<file path="src/rtl/mult_arbiter_if.sv">
// mult_arbiter_if: bundles the two requester channels and the multu-side
// signals of mult_arbiter.
//   slave  : arbiter view (takes requests/m_out/m_done, drives ready/resp/m_*)
//   master : environment view (requesters plus multu model)
// Ports: none besides the WIDTH parameter; clk/reset stay on the module.
interface mult_arbiter_if #(
  parameter int WIDTH = 32
);
  logic             req0_valid;
  logic [WIDTH-1:0] req0_a;
  logic [WIDTH-1:0] req0_b;
  logic             req0_ready;
  logic             resp0_valid;
  logic [WIDTH-1:0] resp0_data;
  logic             resp0_err;
  logic             resp0_ready;

  logic             req1_valid;
  logic [WIDTH-1:0] req1_a;
  logic [WIDTH-1:0] req1_b;
  logic             req1_ready;
  logic             resp1_valid;
  logic [WIDTH-1:0] resp1_data;
  logic             resp1_err;
  logic             resp1_ready;

  logic [WIDTH-1:0] m_a;
  logic [WIDTH-1:0] m_b;
  logic             m_doMult;
  logic             m_reset;
  logic [WIDTH-1:0] m_out;
  logic             m_done;

  modport slave (
    input  req0_valid, req0_a, req0_b, resp0_ready,
    input  req1_valid, req1_a, req1_b, resp1_ready,
    input  m_out, m_done,
    output req0_ready, resp0_valid, resp0_data, resp0_err,
    output req1_ready, resp1_valid, resp1_data, resp1_err,
    output m_a, m_b, m_doMult, m_reset
  );

  modport master (
    output req0_valid, req0_a, req0_b, resp0_ready,
    output req1_valid, req1_a, req1_b, resp1_ready,
    output m_out, m_done,
    input  req0_ready, resp0_valid, resp0_data, resp0_err,
    input  req1_ready, resp1_valid, resp1_data, resp1_err,
    input  m_a, m_b, m_doMult, m_reset
  );
endinterface

</file>
<file path="src/rtl/mult_arbiter.sv">
// mult_arbiter: shares one multu multiplier between two requesters.
// Round-robin grant in IDLE, operands latched to m_a/m_b, one-cycle m_doMult,
// wait for m_done (or watchdog abort), then return the product to the winner
// over a valid/ready handshake.
// Ports:
//   clk    - rising-edge clock
//   reset  - synchronous, active-high reset
//   bus    - mult_arbiter_if.slave: req0/1 valid/a/b/ready, resp0/1
//            valid/data/err/ready, multu m_a/m_b/m_doMult/m_reset/m_out/m_done
module mult_arbiter #(
  parameter int WIDTH       = 32,
  parameter int TIMEOUT_CYC = 300
) (
  input  logic          clk,
  input  logic          reset,
  mult_arbiter_if.slave bus
);

  localparam int CW = $clog2(TIMEOUT_CYC + 1);

  typedef enum logic [1:0] {IDLE, START, BUSY, RESP} state_t;

  state_t           state_q, state_d;
  logic             last_grant_q, last_grant_d;
  logic             grant_q, grant_d;
  logic [CW-1:0]    cnt_q, cnt_d;
  logic [WIDTH-1:0] a_q, a_d;
  logic [WIDTH-1:0] b_q, b_d;
  logic [WIDTH-1:0] data_q, data_d;
  logic             err_q, err_d;
  logic             acc0, acc1;
  logic             wdog;

  always_comb begin
    state_d      = state_q;
    last_grant_d = last_grant_q;
    grant_d      = grant_q;
    cnt_d        = cnt_q;
    a_d          = a_q;
    b_d          = b_q;
    data_d       = data_q;
    err_d        = err_q;
    acc0         = 1'b0;
    acc1         = 1'b0;
    wdog         = 1'b0;
    unique case (state_q)
      IDLE: begin
        if (bus.req0_valid || bus.req1_valid) begin
          // Tie goes to the requester that did not win last time.
          if (bus.req0_valid && bus.req1_valid) grant_d = ~last_grant_q;
          else                                  grant_d = bus.req1_valid;
          acc0         = ~grant_d;
          acc1         = grant_d;
          last_grant_d = grant_d;
          a_d          = grant_d ? bus.req1_a : bus.req0_a;
          b_d          = grant_d ? bus.req1_b : bus.req0_b;
          state_d      = START;
        end
      end
      START: begin
        cnt_d   = '0;
        state_d = BUSY;
      end
      BUSY: begin
        cnt_d = cnt_q + 1'b1;
        // m_done has priority over a watchdog expiry in the same cycle.
        if (bus.m_done) begin
          data_d  = bus.m_out;
          err_d   = 1'b0;
          state_d = RESP;
        end else if (cnt_q == CW'(TIMEOUT_CYC - 1)) begin
          wdog    = 1'b1;
          data_d  = '0;
          err_d   = 1'b1;
          state_d = RESP;
        end
      end
      RESP: begin
        if (grant_q ? bus.resp1_ready : bus.resp0_ready) state_d = IDLE;
      end
      default: state_d = IDLE;
    endcase
  end

  always_ff @(posedge clk) begin
    if (reset) begin
      state_q      <= IDLE;
      last_grant_q <= 1'b1;
      grant_q      <= 1'b0;
      cnt_q        <= '0;
      a_q          <= '0;
      b_q          <= '0;
      data_q       <= '0;
      err_q        <= 1'b0;
    end else begin
      state_q      <= state_d;
      last_grant_q <= last_grant_d;
      grant_q      <= grant_d;
      cnt_q        <= cnt_d;
      a_q          <= a_d;
      b_q          <= b_d;
      data_q       <= data_d;
      err_q        <= err_d;
    end
  end

  // Accept is combinational from IDLE; blocked while reset is sampled so no
  // requester sees a handshake that the reset is about to discard.
  assign bus.req0_ready  = acc0 & ~reset;
  assign bus.req1_ready  = acc1 & ~reset;

  assign bus.resp0_valid = (state_q == RESP) & ~grant_q;
  assign bus.resp1_valid = (state_q == RESP) &  grant_q;
  assign bus.resp0_data  = bus.resp0_valid ? data_q : '0;
  assign bus.resp1_data  = bus.resp1_valid ? data_q : '0;
  assign bus.resp0_err   = bus.resp0_valid & err_q;
  assign bus.resp1_err   = bus.resp1_valid & err_q;

  assign bus.m_a         = a_q;
  assign bus.m_b         = b_q;
  assign bus.m_doMult    = (state_q == START) & ~reset;
  assign bus.m_reset     = reset | wdog;

endmodule

</file>
<file path="src/flat_wrapper.sv">
// flat-port wrapper written by rule: the top's interface ports become plain ports
module mult_arbiter_flat 
#(
  parameter int WIDTH       = 32,
  parameter int TIMEOUT_CYC = 300
)
  (clk, reset, bus_req0_valid, bus_req0_a, bus_req0_b, bus_resp0_ready, bus_req1_valid, bus_req1_a, bus_req1_b, bus_resp1_ready, bus_m_out, bus_m_done, bus_req0_ready, bus_resp0_valid, bus_resp0_data, bus_resp0_err, bus_req1_ready, bus_resp1_valid, bus_resp1_data, bus_resp1_err, bus_m_a, bus_m_b, bus_m_doMult, bus_m_reset);
  mult_arbiter_if #(.WIDTH(WIDTH)) bus_i ();
  input  logic clk;
  input  logic reset;
  input wire logic [$bits(bus_i.req0_valid)-1:0] bus_req0_valid;
  input wire logic [$bits(bus_i.req0_a)-1:0] bus_req0_a;
  input wire logic [$bits(bus_i.req0_b)-1:0] bus_req0_b;
  input wire logic [$bits(bus_i.resp0_ready)-1:0] bus_resp0_ready;
  input wire logic [$bits(bus_i.req1_valid)-1:0] bus_req1_valid;
  input wire logic [$bits(bus_i.req1_a)-1:0] bus_req1_a;
  input wire logic [$bits(bus_i.req1_b)-1:0] bus_req1_b;
  input wire logic [$bits(bus_i.resp1_ready)-1:0] bus_resp1_ready;
  input wire logic [$bits(bus_i.m_out)-1:0] bus_m_out;
  input wire logic [$bits(bus_i.m_done)-1:0] bus_m_done;
  output wire logic [$bits(bus_i.req0_ready)-1:0] bus_req0_ready;
  output wire logic [$bits(bus_i.resp0_valid)-1:0] bus_resp0_valid;
  output wire logic [$bits(bus_i.resp0_data)-1:0] bus_resp0_data;
  output wire logic [$bits(bus_i.resp0_err)-1:0] bus_resp0_err;
  output wire logic [$bits(bus_i.req1_ready)-1:0] bus_req1_ready;
  output wire logic [$bits(bus_i.resp1_valid)-1:0] bus_resp1_valid;
  output wire logic [$bits(bus_i.resp1_data)-1:0] bus_resp1_data;
  output wire logic [$bits(bus_i.resp1_err)-1:0] bus_resp1_err;
  output wire logic [$bits(bus_i.m_a)-1:0] bus_m_a;
  output wire logic [$bits(bus_i.m_b)-1:0] bus_m_b;
  output wire logic [$bits(bus_i.m_doMult)-1:0] bus_m_doMult;
  output wire logic [$bits(bus_i.m_reset)-1:0] bus_m_reset;
  assign bus_i.req0_valid = bus_req0_valid;
  assign bus_i.req0_a = bus_req0_a;
  assign bus_i.req0_b = bus_req0_b;
  assign bus_i.resp0_ready = bus_resp0_ready;
  assign bus_i.req1_valid = bus_req1_valid;
  assign bus_i.req1_a = bus_req1_a;
  assign bus_i.req1_b = bus_req1_b;
  assign bus_i.resp1_ready = bus_resp1_ready;
  assign bus_i.m_out = bus_m_out;
  assign bus_i.m_done = bus_m_done;
  assign bus_req0_ready = bus_i.req0_ready;
  assign bus_resp0_valid = bus_i.resp0_valid;
  assign bus_resp0_data = bus_i.resp0_data;
  assign bus_resp0_err = bus_i.resp0_err;
  assign bus_req1_ready = bus_i.req1_ready;
  assign bus_resp1_valid = bus_i.resp1_valid;
  assign bus_resp1_data = bus_i.resp1_data;
  assign bus_resp1_err = bus_i.resp1_err;
  assign bus_m_a = bus_i.m_a;
  assign bus_m_b = bus_i.m_b;
  assign bus_m_doMult = bus_i.m_doMult;
  assign bus_m_reset = bus_i.m_reset;
  mult_arbiter #(.WIDTH(WIDTH), .TIMEOUT_CYC(TIMEOUT_CYC)) u_core (.clk(clk), .reset(reset), .bus(bus_i));
endmodule
</file>
<file path="config.mk">
export PLATFORM = sky130hd
export DESIGN_NAME = mult_arbiter_flat
export DESIGN_NICKNAME = d
export VERILOG_FILES = /design/src/rtl/mult_arbiter_if.sv /design/src/rtl/mult_arbiter.sv /design/src/flat_wrapper.sv
export SDC_FILE = /design/constraint.sdc
export NUM_CORES = 1
export LEC_CHECK = 0
export BUFFER_PORTS_ARGS = -buffer_cell sky130_fd_sc_hd__buf_4
export CAP_MARGIN = 15
export CORE_MARGIN = 2
export CORE_UTILIZATION = 36
export DETAILED_ROUTE_END_ITERATION = 6
export GPL_ROUTABILITY_DRIVEN = 0
export PLACE_DENSITY = 0.7
export SYNTH_ARGS = -nofsm -noshare
export SYNTH_HDL_FRONTEND = slang
export SYNTH_SLANG_ARGS = --single-unit
export TNS_END_PERCENT = 5
</file>
<file path="constraint.sdc">
create_clock -name clk -period 3.5 [get_ports clk]
set_input_delay 0.175 -clock clk [delete_from_list [all_inputs] [get_ports clk]]
set_output_delay 0.175 -clock clk [all_outputs]
set_load 0.05 [all_outputs]
</file>
==> results of run 1 <==
[layout make-up]
class / instances / area share
repair buffers: 311 / 0.324
flip-flops and latches: 110 / 0.303
clock buffers: 12 / 0.0339
multi-input cells: 354 / 0.307
clock inverters: 2 / 0.00138
well taps: 172 / 0.0296
inverters: 5 / 0.00258
[worst paths after layout]
path                startpoint                 end  slack, ps  depth (start not counted)
max          u_core.state_q[1]      bus_req0_ready       1100                          6
min             bus_req0_b[27]  u_core.bus.m_b[27]         20                          3
max reg2reg  u_core.state_q[1]  u_core.bus.m_a[15]       1290                          7
min reg2reg  u_core.bus.m_b[0]   u_core.bus.m_b[0]        480                          2
[cell families after synthesis]
group	after synthesis
fa+ha+maj	6
flops	110
compound gates	121
buf+inv	48
mux	2
xor+xnor	5
simple gates	220
[routing by layer]
metal / routed length, um / vias to the layer above / share of wire
li1: - / 2400 / -
met1: 6040 / 2343 / 0.38
met2: 8020 / 237 / 0.51
met3: 1360 / 14 / 0.087
met4: 269 / 0 / 0.017
met5: 0 / - / 0
[Yosys cell counts (6+ instances only)]
cell type	n
a22oi_1	28
dfxtp_1	110
buf_2	16
a222oi_1	21
a22o_1	32
nor2_1	45
clkbuf_1	20
and3_1	34
nand2_1	90
ha_1	6
a311oi_1	17
a21oi_1	6
and2_1	35
[metrics by stage]
step | worst slack (ps) | instance area, um^2 | utilization | std cells
final | 1100 | 7280 | 0.577 | 966
after CTS | 882 | 7250 | 0.574 | 965
after floorplan | 1310 | 4650 | - | 512
after global placement | 1160 | 6990 | 0.554 | 951
after global routing | 918 | 7280 | 0.577 | 966
after detailed placement | 940 | 6990 | 0.554 | 951
[power by group]
part	switching, mW	total (mW)	leakage (nW)	internal [mW]
sequential	0.186	1.71	0.901	1.52
combinational	1.47	2.21	2.61	0.744
clock	0.418	0.911	0.128	0.493
total	2.07	4.83	3.64	2.76
[state kept, by name, summed over array words and instances (netlist names)]
name	flops
u_core.last_grant_q	1
u_core.grant_q	1
u_core.bus.m_b	32
u_core.err_q	1
u_core.bus.m_a	32
u_core.state_q	2
u_core.data_q	32
u_core.cnt_q	9
[worst min-delay path: stages]
cell,delay (ps)
buf_4,80
nand2_1,40
nand2_1,40
==> impl_metrics.tcl, run 1 <==
set metrics [dict create \
    worstPathMaxFanout 23 \
    synth_area_leaders "dfxtp_1 47%, nand2_1 7.3%, a22o_1 6.0%" \
    setup_viol 0 \
    synth_cells 512 \
    min_period_ps 2400 \
    synth_top_family_by_area "simple AND/OR/NAND/NOR gates" \
    hold_slack_ps 15.2 \
    gr-max-usage-layer "met2" \
    grt_max_degree 50 \
    gr-usage-met3 0.0664 \
    grtUsageTotal 0.218 \
    synth_top_area_share 0.474 \
    post_cts_resized 0 \
    synthesis.area_mm2 0.00465 \
    clkTransAtPathRegs_ps 70 \
    worstPathArrival_ps 2220 \
    yosys.area_share.xor_xnor 0.00942 \
    peakVddDrop_v 0.000389 \
    path_common_cell "buf_4" \
    fill_cells 1153 \
    async_reset_ff_frac 0 \
    core_area_mm2 0.0126 \
    critical-path-slowest-cell "nor3_4" \
    synth_seq_cells 110 \
    die_h_um 118 \
    routed_wl_mm 15.7 \
    cts_htree_levels 3 \
    dieArea_mm2 0.0138 \
    crit_buf_inv 3 \
    cts_tree "done" \
    antenna_found_initial 0 \
    grt_overflow_total 0 \
    drv_cap 0 \
    syn_nets 685 \
    cpPeakStageDelay_ps 480 \
    drtIter0Drc 294 \
    tightest_slew_ps 1100 \
    drcViolationCount 0 \
    place_hpwl_mm 11.7 \
    cts.path.max_buffers 2 \
    finalPower_mw 4.83 \
    syn2layout_area_growth_pct 56.5 \
    multi_input_area_mm2 0.00223 \
    hold_path_class "input pin to flop" \
    finalHoldViolations 0 \
    clock_latency_ps 340 \
    start_util 0.368 \
    start_kind "flop" \
    grt_first_pass_wirelength_mm 24.8 \
    period_share 0.686 \
    nets 964 \
    synthMuxAreaShare 0.00431 \
    num_vias 4994 \
    final_common_cell "buf_4" \
    cp_data_required_time_ps 3320 \
    post_cts_buffers 0 \
    ys.flop_type "dfxtp_1" \
    clock.fmax_mhz 417 \
    seq_area_frac_synth 0.474 \
    portBuffers 302 \
    slew_headroom 0.267 \
    cts-hold-fix-buffers 0 \
    clock_skew_ps 8.81 \
    ys_types 42 \
    cts_root_buf "clkbuf_16" \
    critPathTopFamily "buffers and inverters" \
    rows 41 \
    n_antenna_cell 0 \
    worstSetupEndpointType "output pin" \
    synthSimpleGateAreaFrac 0.229 \
    design.portCount 303 \
    final-seq-area_mm2 0.00220 \
    via_per_inst 5.17 \
    setup-tns-final_ps 0 \
    detail-route-antenna-nets 0 \
    crit_chain "inv_1 -> ha_1 -> o21ai_1 -> buf_4 -> nor3_4 -> buf_4" \
    synthAdderAreaFrac 0.0161 \
    crit_type "flop to output pin" \
    p_per_area_mw_per_mm2 664 \
    final_cell_mix "310 x buf_4, 110 x dfxtp_1, 90 x nand2_1, 44 x nor2_1, 35 x and2_1" \
    cts_sinks 110 \
    routedWlPerCell_um 16.2 \
    synth-compound-area-share 0.218 \
    firstDrtPassIters 6 \
    syn_area_per_cell_um2 9.08 \
    synth-edff-count 0 \
    leakage_nw 3.64 \
    layout-drive-gt1-share 0.419 \
    drv_slew 0 \
    rsz0062_at_grt "false" \
    numCtsBuffers 9 \
    use_met2 0.399 \
    synth_largest_area_cell "dfxtp_1" \
    ys_warn_count 0 \
    grtUsageMet1 0.241 \
    status "completed" \
    grt_pass1_vias 4962 \
    die_w_um 118 \
]
Power figures use the tool's default switching activity.
==> run 2, diff against run 1 <==
- clock period: 3.5 -> 2.4 ns (I/O delays scaled with it)
==> run 2 against run 1 <==
Against the previous run:
- first-iteration DRC count grew 22%
- setup slack got worse by 900 ps
- final area up 13%
- the run now ends with DRC left
- global-route usage rose by 3.1 points
- critical endpoint unchanged
- non-clock buffer count grew 88
- largest power group unchanged
- clock skew about the same
- clock power is 69% higher
- hold slack worse by 2.4 ps
- via count increased by 8.8%
- sequential power rose by 44%
- count of clock-buffer cells in the layout is the same
==> impl_metrics.tcl, run 2 (synthesized netlist as in run 1, its figures left out) <==
set metrics [dict create \
    final_cell_mix "311 x buf_4, 110 x dfxtp_1, 90 x nand2_1, 86 x dlygate4sd3_1, 45 x nor2_1" \
    cts_tree "done" \
    postPlaceCellArea_mm2 0.00702 \
    numCtsBuffers 9 \
    min_period_ps 2200 \
    via_per_inst 5.15 \
    drv_cap 0 \
    cp_data_required_time_ps 2280 \
    fin_cells 1056 \
    n_antenna_cell 0 \
    drcViolationCount 7 \
    finalPower_mw 7.38 \
    hold_slack_ps 12.8 \
    design.portCount 303 \
    critical-path-slowest-cell "dfxtp_1" \
    die_w_um 118 \
    fill_cells 1021 \
    cts_root_buf "clkbuf_16" \
    grt_overflow_total 0 \
    final_common_cell "buf_4" \
    worstPathMaxFanout 28 \
    core_area_mm2 0.0126 \
    cpPeakStageDelay_ps 330 \
    antenna_found_initial 0 \
    path_common_cell "buf_4" \
    place_hpwl_mm 11.6 \
    finish.instance_area_mm2 0.00819 \
    post_cts_buffers 0 \
    grt_max_degree 50 \
    syn2layout_area_growth_pct 76.2 \
    detail-route-antenna-nets 0 \
    firstDrtPassIters 7 \
    tightest_slew_ps 1160 \
    peakVddDrop_v 0.000691 \
    start_util 0.368 \
    grt_pass1_vias 5484 \
    drtIter0Drc 360 \
    dpl_worst_slack_ps 251 \
    rows 41 \
    grtUsageTotal 0.249 \
    r2r_end "u_core.bus.m_a[6]" \
    layout-drive-gt1-share 0.381 \
    worstHoldEndpoint "u_core.bus.m_a[4]" \
    crit_type "flop to output pin" \
    violations "DRC" \
    status "finished, violations left" \
    portBuffers 302 \
    period_share 0.917 \
    grt_first_pass_wirelength_mm 28.2 \
    final-seq-area_mm2 0.00220 \
    cts_sinks 110 \
    clock_latency_ps 350 \
    placed_cells 954 \
    clkTransAtPathRegs_ps 70 \
    crit_chain "inv_1 -> ha_1 -> o21ai_1 -> buf_4 -> nor3_4 -> buf_6 -> buf_4" \
    leakage_nw 4.03 \
    slew_headroom 0.228 \
    clock_skew_ps 9.16 \
    multi_input_area_mm2 0.00223 \
    num_vias 5435 \
    final_core_util 0.649 \
    crit_buf_inv 4 \
    dieArea_mm2 0.0138 \
    rr_worst_depth 6 \
    worst_slack_ps 199 \
    rsz0062_at_grt "false" \
    routed_wl_mm 17.5 \
    nets 1052 \
    die_h_um 118 \
    setup-tns-final_ps 0 \
    finalHoldViolations 0 \
    p_per_area_mw_per_mm2 901 \
    routedWlPerCell_um 16.6 \
    cts_htree_levels 3 \
    worstPathArrival_ps 2080 \
    cts.path.max_buffers 2 \
    clock.fmax_mhz 454 \
    hold_depth 3 \
    r2r-start "u_core.state_q[0]" \
    setup_viol 0 \
    hold_path_class "input pin to flop" \
    drv_slew 0 \
    critPathTopFamily "buffers and inverters" \
    worstHoldStart "bus_req1_a[4]" \
    worstSetupEndpointType "output pin" \
    start_kind "flop" \
    rrSetupSlack_ps 220 \
]
## run 2: layout make-up
class / instances / area share
repair buffers: 399 / 0.393
clock buffers: 12 / 0.0313
flip-flops and latches: 110 / 0.269
multi-input cells: 354 / 0.272
clock inverters: 4 / 0.00672
inverters: 5 / 0.00229
well taps: 172 / 0.0263
## run 2: timing repair
| item | in CTS | in global routing |
|---|---|---|
| endpoints found under the hold margin | 60 | 0 |
| endpoints found under the setup margin | 0 | 1 |
| gates resized for setup | 0 | 1 |
| hold buffers | 86 | 0 |
## run 2: report_power, final
part / internal (mW) / switching (mW)
Sequential: 2.22 / 0.244
Clock: 0.871 / 0.670
Combinational: 1.17 / 2.20
Total: 4.26 / 3.12
## run 2: worst min-delay path, stage by stage
cell      delay (ps)
buf_4             80
a222oi_1          50
nor2_1            80
## run 2: how the worst max path moves through the flow
stage	to	depth (start not counted)	slack (ps)	startpoint
final	bus_req0_ready	7	200	u_core.state_q[1]
after floorplan	bus_resp0_data[22]	4	260	u_core.state_q[0]
after global routing	u_core.bus.m_a[6]	6	2	u_core.state_q[0]
after CTS	bus_req0_ready	7	100	u_core.state_q[1]
after detailed placement	u_core.bus.m_a[12]	6	250	u_core.state_q[0]
after global placement	u_core.bus.m_a[9]	6	220	u_core.state_q[0]
## run 2: per-layer routing
layer	GRT usage	wire [um]	vias to the layer above	part of all wire
li1	-	-	2582	-
met1	0.286	6850	2537	0.39
met2	0.437	8830	279	0.50
met3	0.0649	1310	37	0.075
met4	0.104	512	0	0.029
met5	0	0	-	0
